### config.mk
export PLATFORM = sky130hd
export DESIGN_NAME = ddr3_host_arbiter
export DESIGN_NICKNAME = d
export VERILOG_FILES = /design/src/rtl/ddr3_host_arbiter.sv
export SDC_FILE = /design/constraint.sdc
export NUM_CORES = 1
export LEC_CHECK = 0
export BUFFER_PORTS_ARGS = -buffer_cell sky130_fd_sc_hd__buf_4
export CAP_MARGIN = 15
export CORE_AREA = 3 3 116 140
export DETAILED_ROUTE_END_ITERATION = 8
export DIE_AREA = 0 0 119 143
export PLACE_DENSITY_LB_ADDON = 0.05
export SYNTH_ARGS = -nofsm -noshare
export SYNTH_HDL_FRONTEND = slang
export SYNTH_SLANG_ARGS = --single-unit
export TNS_END_PERCENT = 100
### constraint.sdc
create_clock -name clk -period 4.1 [get_ports clk]
set_clock_uncertainty 0.2 [all_clocks]
set_input_delay 0.205 -clock clk [delete_from_list [all_inputs] [get_ports clk]]
set_output_delay 0.205 -clock clk [all_outputs]
set_load 0.02 [all_outputs]
### src/rtl/ddr3_host_arbiter.sv
// ddr3_host_arbiter
//   Merges two independent requesters onto the single host interface of
//   ddr3_controller. The arbiter issues requests with a zero-cycle
//   combinational accept and round-robin arbitration between the ports.
//   It keeps outstanding reads in an in-order tag FIFO, and uses that FIFO
//   to steer each returned word back to the port that issued the read.
//
//   Optional build macro:
//     HOST_ARB_FIXED_PRIO_EN  - when defined, port 0 always wins a tie and
//                               no round-robin pointer is built.
//
//   Ports
//     clk, reset                 : single clock, synchronous active-high reset
//     pN_valid/cmd/addr/sz/op/din: request from port N (N = 0, 1)
//     pN_accept                  : request taken this cycle (combinational)
//     pN_rvalid/rdata/raddr      : return word offered to port N
//     pN_rread                   : port N consumes the return word
//     ctl_ready, ctl_notfull     : controller flow control
//     ctl_validout/dout/raddr    : controller return path
//     ctl_cmd/addr/sz/op/din     : controller host request inputs
//     ctl_read                   : controller return pop
//     tag_count                  : number of reads currently outstanding
module ddr3_host_arbiter #(
    parameter int TAG_DEPTH_P2 = 5
) (
    input  logic                    clk,
    input  logic                    reset,
    input  logic                    p0_valid,
    input  logic [2:0]              p0_cmd,
    input  logic [25:0]             p0_addr,
    input  logic [1:0]              p0_sz,
    input  logic [2:0]              p0_op,
    input  logic [15:0]             p0_din,
    output logic                    p0_accept,
    output logic                    p0_rvalid,
    output logic [15:0]             p0_rdata,
    output logic [25:0]             p0_raddr,
    input  logic                    p0_rread,
    input  logic                    p1_valid,
    input  logic [2:0]              p1_cmd,
    input  logic [25:0]             p1_addr,
    input  logic [1:0]              p1_sz,
    input  logic [2:0]              p1_op,
    input  logic [15:0]             p1_din,
    output logic                    p1_accept,
    output logic                    p1_rvalid,
    output logic [15:0]             p1_rdata,
    output logic [25:0]             p1_raddr,
    input  logic                    p1_rread,
    input  logic                    ctl_ready,
    input  logic                    ctl_notfull,
    input  logic                    ctl_validout,
    input  logic [15:0]             ctl_dout,
    input  logic [25:0]             ctl_raddr,
    output logic [2:0]              ctl_cmd,
    output logic [25:0]             ctl_addr,
    output logic [1:0]              ctl_sz,
    output logic [2:0]              ctl_op,
    output logic [15:0]             ctl_din,
    output logic                    ctl_read,
    output logic [TAG_DEPTH_P2:0]   tag_count
);

    localparam int         DEPTH   = 1 << TAG_DEPTH_P2;
    localparam logic [2:0] CMD_SCR = 3'b001;
    localparam logic [2:0] CMD_SCW = 3'b010;

    // Per-port views so the port logic can be generated once.
    logic [1:0]  valid;
    logic [1:0]  rread;
    logic [1:0]  accept;
    logic [1:0]  rvalid;
    logic [2:0]  cmd  [2];
    logic [25:0] addr [2];
    logic [1:0]  sz   [2];
    logic [2:0]  op   [2];
    logic [15:0] din  [2];

    assign valid   = {p1_valid, p0_valid};
    assign rread   = {p1_rread, p0_rread};
    assign cmd[0]  = p0_cmd;
    assign cmd[1]  = p1_cmd;
    assign addr[0] = p0_addr;
    assign addr[1] = p1_addr;
    assign sz[0]   = p0_sz;
    assign sz[1]   = p1_sz;
    assign op[0]   = p0_op;
    assign op[1]   = p1_op;
    assign din[0]  = p0_din;
    assign din[1]  = p1_din;

    assign p0_accept = accept[0];
    assign p1_accept = accept[1];
    assign p0_rvalid = rvalid[0];
    assign p1_rvalid = rvalid[1];
    assign p0_rdata  = ctl_dout;
    assign p1_rdata  = ctl_dout;
    assign p0_raddr  = ctl_raddr;
    assign p1_raddr  = ctl_raddr;

    // Tag FIFO state; each entry is {port, sz}.
    logic [2:0]              tag_mem [DEPTH];
    logic [TAG_DEPTH_P2-1:0] wr_ptr_reg;
    logic [TAG_DEPTH_P2-1:0] rd_ptr_reg;
    logic [TAG_DEPTH_P2:0]   count_reg;
    logic [1:0]              beat_reg;
    logic                    tag_full;
    logic                    tag_empty;
    logic                    head_port;
    logic [1:0]              head_sz;

    assign tag_full  = (count_reg == (TAG_DEPTH_P2+1)'(DEPTH));
    assign tag_empty = (count_reg == '0);
    assign head_port = tag_mem[rd_ptr_reg][2];
    assign head_sz   = tag_mem[rd_ptr_reg][1:0];
    assign tag_count = count_reg;

    logic [1:0] is_scr;
    logic [1:0] is_inval;
    logic [1:0] elig;
    logic       grant_vld;
    logic       grant_port;
    logic       rr_sel;

    genvar gi;
    generate
        for (gi = 0; gi < 2; gi++) begin : g_port
            logic is_scw;
            assign is_scr[gi] = valid[gi] && (cmd[gi] == CMD_SCR);
            assign is_scw     = valid[gi] && (cmd[gi] == CMD_SCW);
            // Unknown codes are swallowed immediately so the port cannot stall.
            assign is_inval[gi] = !reset && valid[gi] && !is_scr[gi] && !is_scw;
            // Full is taken from the registered count, so a pop in the same
            // cycle does not unblock a read until the following cycle.
            assign elig[gi] = !reset && ctl_ready && ctl_notfull &&
                              (is_scw || (is_scr[gi] && !tag_full));
            assign accept[gi] = (grant_vld && (grant_port == 1'(gi))) || is_inval[gi];
            assign rvalid[gi] = !reset && ctl_validout && !tag_empty &&
                                (head_port == 1'(gi));
        end
    endgenerate

`ifdef HOST_ARB_FIXED_PRIO_EN
    assign rr_sel = 1'b0;
`else
    logic rr_ptr_reg;
    always_ff @(posedge clk) begin
        if (reset) begin
            rr_ptr_reg <= 1'b0;
        end else if (grant_vld) begin
            rr_ptr_reg <= !grant_port;
        end
    end
    assign rr_sel = rr_ptr_reg;
`endif

    always_comb begin
        grant_vld  = |elig;
        grant_port = 1'b0;
        if (elig == 2'b11) begin
            grant_port = rr_sel;
        end else begin
            grant_port = !elig[0];
        end
    end

    always_comb begin
        ctl_cmd  = 3'b000;
        ctl_addr = '0;
        ctl_sz   = '0;
        ctl_op   = '0;
        ctl_din  = '0;
        if (grant_vld) begin
            ctl_cmd  = cmd[grant_port];
            ctl_addr = addr[grant_port];
            ctl_sz   = sz[grant_port];
            ctl_op   = op[grant_port];
            ctl_din  = din[grant_port];
        end
    end

    logic push;
    logic pop;
    assign push     = grant_vld && is_scr[grant_port];
    assign ctl_read = |(rvalid & rread);
    // Last beat of the head read retires its tag.
    assign pop      = ctl_read && (beat_reg == head_sz);

    always_ff @(posedge clk) begin
        if (push) begin
            tag_mem[wr_ptr_reg] <= {grant_port, sz[grant_port]};
        end
    end

    always_ff @(posedge clk) begin
        if (reset) begin
            wr_ptr_reg <= '0;
            rd_ptr_reg <= '0;
            count_reg  <= '0;
            beat_reg   <= '0;
        end else begin
            if (push) begin
                wr_ptr_reg <= wr_ptr_reg + 1'b1;
            end
            if (pop) begin
                rd_ptr_reg <= rd_ptr_reg + 1'b1;
            end
            case ({push, pop})
                2'b10:   count_reg <= count_reg + 1'b1;
                2'b01:   count_reg <= count_reg - 1'b1;
                default: count_reg <= count_reg;
            endcase
            if (ctl_read) begin
                beat_reg <= pop ? 2'b00 : beat_reg + 1'b1;
            end
        end
    end

endmodule

==> results.md <==
* Status: completed
* Commonest non-fill, non-tap cell in the layout: buf_4
* Nets@finish at 804
* Routed met2 length at 9.17 mm
* Postcts setup bufs at 0
* Yosys top cell by area: edfxtp_1
* Clk sinks at 120
* Max Fclk at 257 MHz
* Synthesized flop and latch total at 120
* Vias per cell at 5.44
* Post-detail-place hpwl at 14.7 mm
* Max FFs per register at 96
* Max VDD drop at 0.000280 V
* Fillers at 1320
* Placed Area at 7340 µm²
* Biggest register: tag_mem
* Cell variety after synth at 55
* Design Area, Final at 7970 µm²
* Final Max Slew Viols at 0
* Initial Util at 0.428
* Commonest cells after routing, fill and taps aside: buf_4 (185), edfxtp_1 (96), nor2_1 (49), mux2i_1 (45), a22o_1 (44)
* Top cells by area, synth: edfxtp_1 (45%), buf_4 (10%), dfxtp_1 (7.5%), mux2i_1 (7.0%), a22o_1 (6.0%)
* Std cell rows at 49
* Area Overhead vs Synth at 24.0%
* Worst Tran Pin Value at 0.591 ns
* Routed wire length on met3 at 2.17 mm
* WHS at 0.0684 ns
* Synth Net Count at 710
* Slew headroom at 0.605
* Post-DRT Antenna Nets at 0
* Post-Syn Area at 6420 µm²
* Placed insts at 826
* Final Hold Vio Count at 0
* Design Power at 2.96 mW
* # H-tree levels at 4
* Die H at 143 µm
* Ys async rst share at 0
* Largest net degree at the start of global routing at 51
* RSZ-0062 raised after global routing: false
* Register area share after synthesis at 0.523
* Post-route insts no fill at 859
* Buffers on Ports at 168
* Gp weighted congestion at 0.876
* Power density over cell area at 372 nW/µm²
* Root Buffer: clkbuf_16
* CP Launch Type: register
* Routed length on met1 at 7.44 mm
* Post-synthesis area per instance at 11.7 µm²
* Data arrival, critical path at 4.03 ns
* Tot GR Track Use at 0.223
* Final-report setup violation count at 0
* Clock-pin slew on the worst setup and hold paths at 0.06 ns
* Antenna cells at 0
* Number of global-route vias before repair at 4714
* Die width at 119 µm
* Die area at 17000 µm²
* WL final at 19.3 mm
* Layout cells sized above 1 at 0.359
* First-pass GRT wire length at 27.8 mm
* 1st-iter DRT viols at 304
* DR pass1 iterations at 5
* Total grt overflow at 0
* Worst Hold Class: input pin to register
* Initial antenna violation count at 3
* Post-synth EDFFs at 96
* Yosys warns at 0
* Largest fanout on the critical path at 4
* Drt drc at 0
* Primary FF master, synth: edfxtp_1
* Share of the synthesized area in the top cell type at 0.449
* Via count at 4672
* Wire per inst at 22.5 µm
* Worst Setup End Kind: register
* Worst EP required at 4.24 ns
* Max Used Layer: met5
* Later-pin clock latency in the skew report at 0.41 ns
* TritonCTS clock tree: built
* P_leak at 3.10 nW
* Max Cap Viol at 0
* I/O pin cnt at 296
* Final period util at 0.950
* CTS max path bufs at 2
* CTS Buf Count at 17
* Post-synthesis instance total at 548
* Core Area at 15000 µm²
* Post-Route Setup TNS at 0 ns
* Critical path class: register to register
* Fin crit period at 3.89 ns
-- metrics by stage --
stage | util | setup WS (ns)
floorplan | - | 0.00849
global placement | 0.489 | 0.130
detailed placement | 0.489 | 0.0341
CTS | 0.529 | 0.00425
global route | 0.530 | 0.000844
finish | 0.530 | 0.206
-- worst max-delay path, cell delays in order, from the launching register on --
cell and delay [ns]:
dfxtp_1 0.33, or4_4 0.56, o31a_1 0.29, o2111ai_4 0.22, mux2_4 0.32, a32o_1 0.28
inv_1 0.08, ha_1 0.17, buf_4 0.13, ha_1 0.27, a21oi_2 0.19, o21bai_1 0.10
a21oi_2 0.15, xnor2_1 0.08, or3_1 0.30, a21oi_1 0.14
-- final timing paths --
kind / start / endpoint / slack, ns / cells past startpoint
worst max register to register: tag_count[2]$_SDFFE_PP0P_ / tag_count[5]$_SDFFE_PP0P_ / 0.21 / 15
worst max-delay path: tag_count[2]$_SDFFE_PP0P_ / tag_count[5]$_SDFFE_PP0P_ / 0.21 / 15
worst min-delay path: p0_cmd[0] / wr_ptr_reg[1]$_SDFFE_PP0P_ / 0.07 / 5
worst min register to register: beat_reg[0]$_SDFFE_PP0P_ / beat_reg[0]$_SDFFE_PP0P_ / 0.25 / 2
-- Yosys cell counts, types with 7 or more instances --
master / number
clkbuf_1: 17
mux2i_1: 45
dfxtp_1: 24
a21oi_1: 19
a22o_1: 44
nor2b_1: 7
a22oi_1: 14
nand2_1: 19
ha_1: 10
edfxtp_1: 96
nand3_1: 8
buf_4: 89
inv_1: 16
nor2_1: 49
-- timing repair --
item                                    4_1_cts  5_1_grt
hold buffers                                  1        0
endpoints found under the setup margin        0        2
gates resized for setup                       0        6
hold endpoints to repair                     17        0
-- final cells by class --
class | count | area (µm²) | area share
timing repair buffer | 188 | 1440 | 0.181
sequential | 120 | 3370 | 0.422
inverter | 16 | 60.1 | 0.00754
clock buffer | 21 | 440 | 0.0553
clock inverter | 11 | 154 | 0.0193
multi-input combinational | 299 | 2250 | 0.283
tap | 204 | 255 | 0.0320
-- power breakdown --
group	switching (mW)	internal [mW]
Sequential	0.000857	1.31
Clock	0.491	1.01
Combinational	0.0649	0.0879
Total	0.557	2.40
-- kinds of logic (layout without fill, tap and decap cells) --
| kind of cell | after synthesis | after routing | synth area share |
|---|---|---|---|
| other | 1 | 1 | 0.000584 |
| buffers and inverters | 129 | 236 | 0.131 |
| flip-flops | 120 | 120 | 0.523 |
| XOR/XNOR | 10 | 10 | 0.0136 |
| AND/OR/NAND/NOR | 114 | 114 | 0.0853 |
| multiplexers | 53 | 53 | 0.0917 |
| adder cells (fa/ha/maj) | 11 | 11 | 0.0226 |
| AO/OA/AOI/OAI | 110 | 110 | 0.132 |
-- per-layer routing --
| metal | up-vias | GRT usage |
|---|---|---|
| li1 | 2125 | - |
| met1 | 2252 | 0.264 |
| met2 | 259 | 0.357 |
| met3 | 32 | 0.100 |
| met4 | 4 | 0.0842 |
| met5 | - | 0 |
Power figures use the tool's default switching activity.
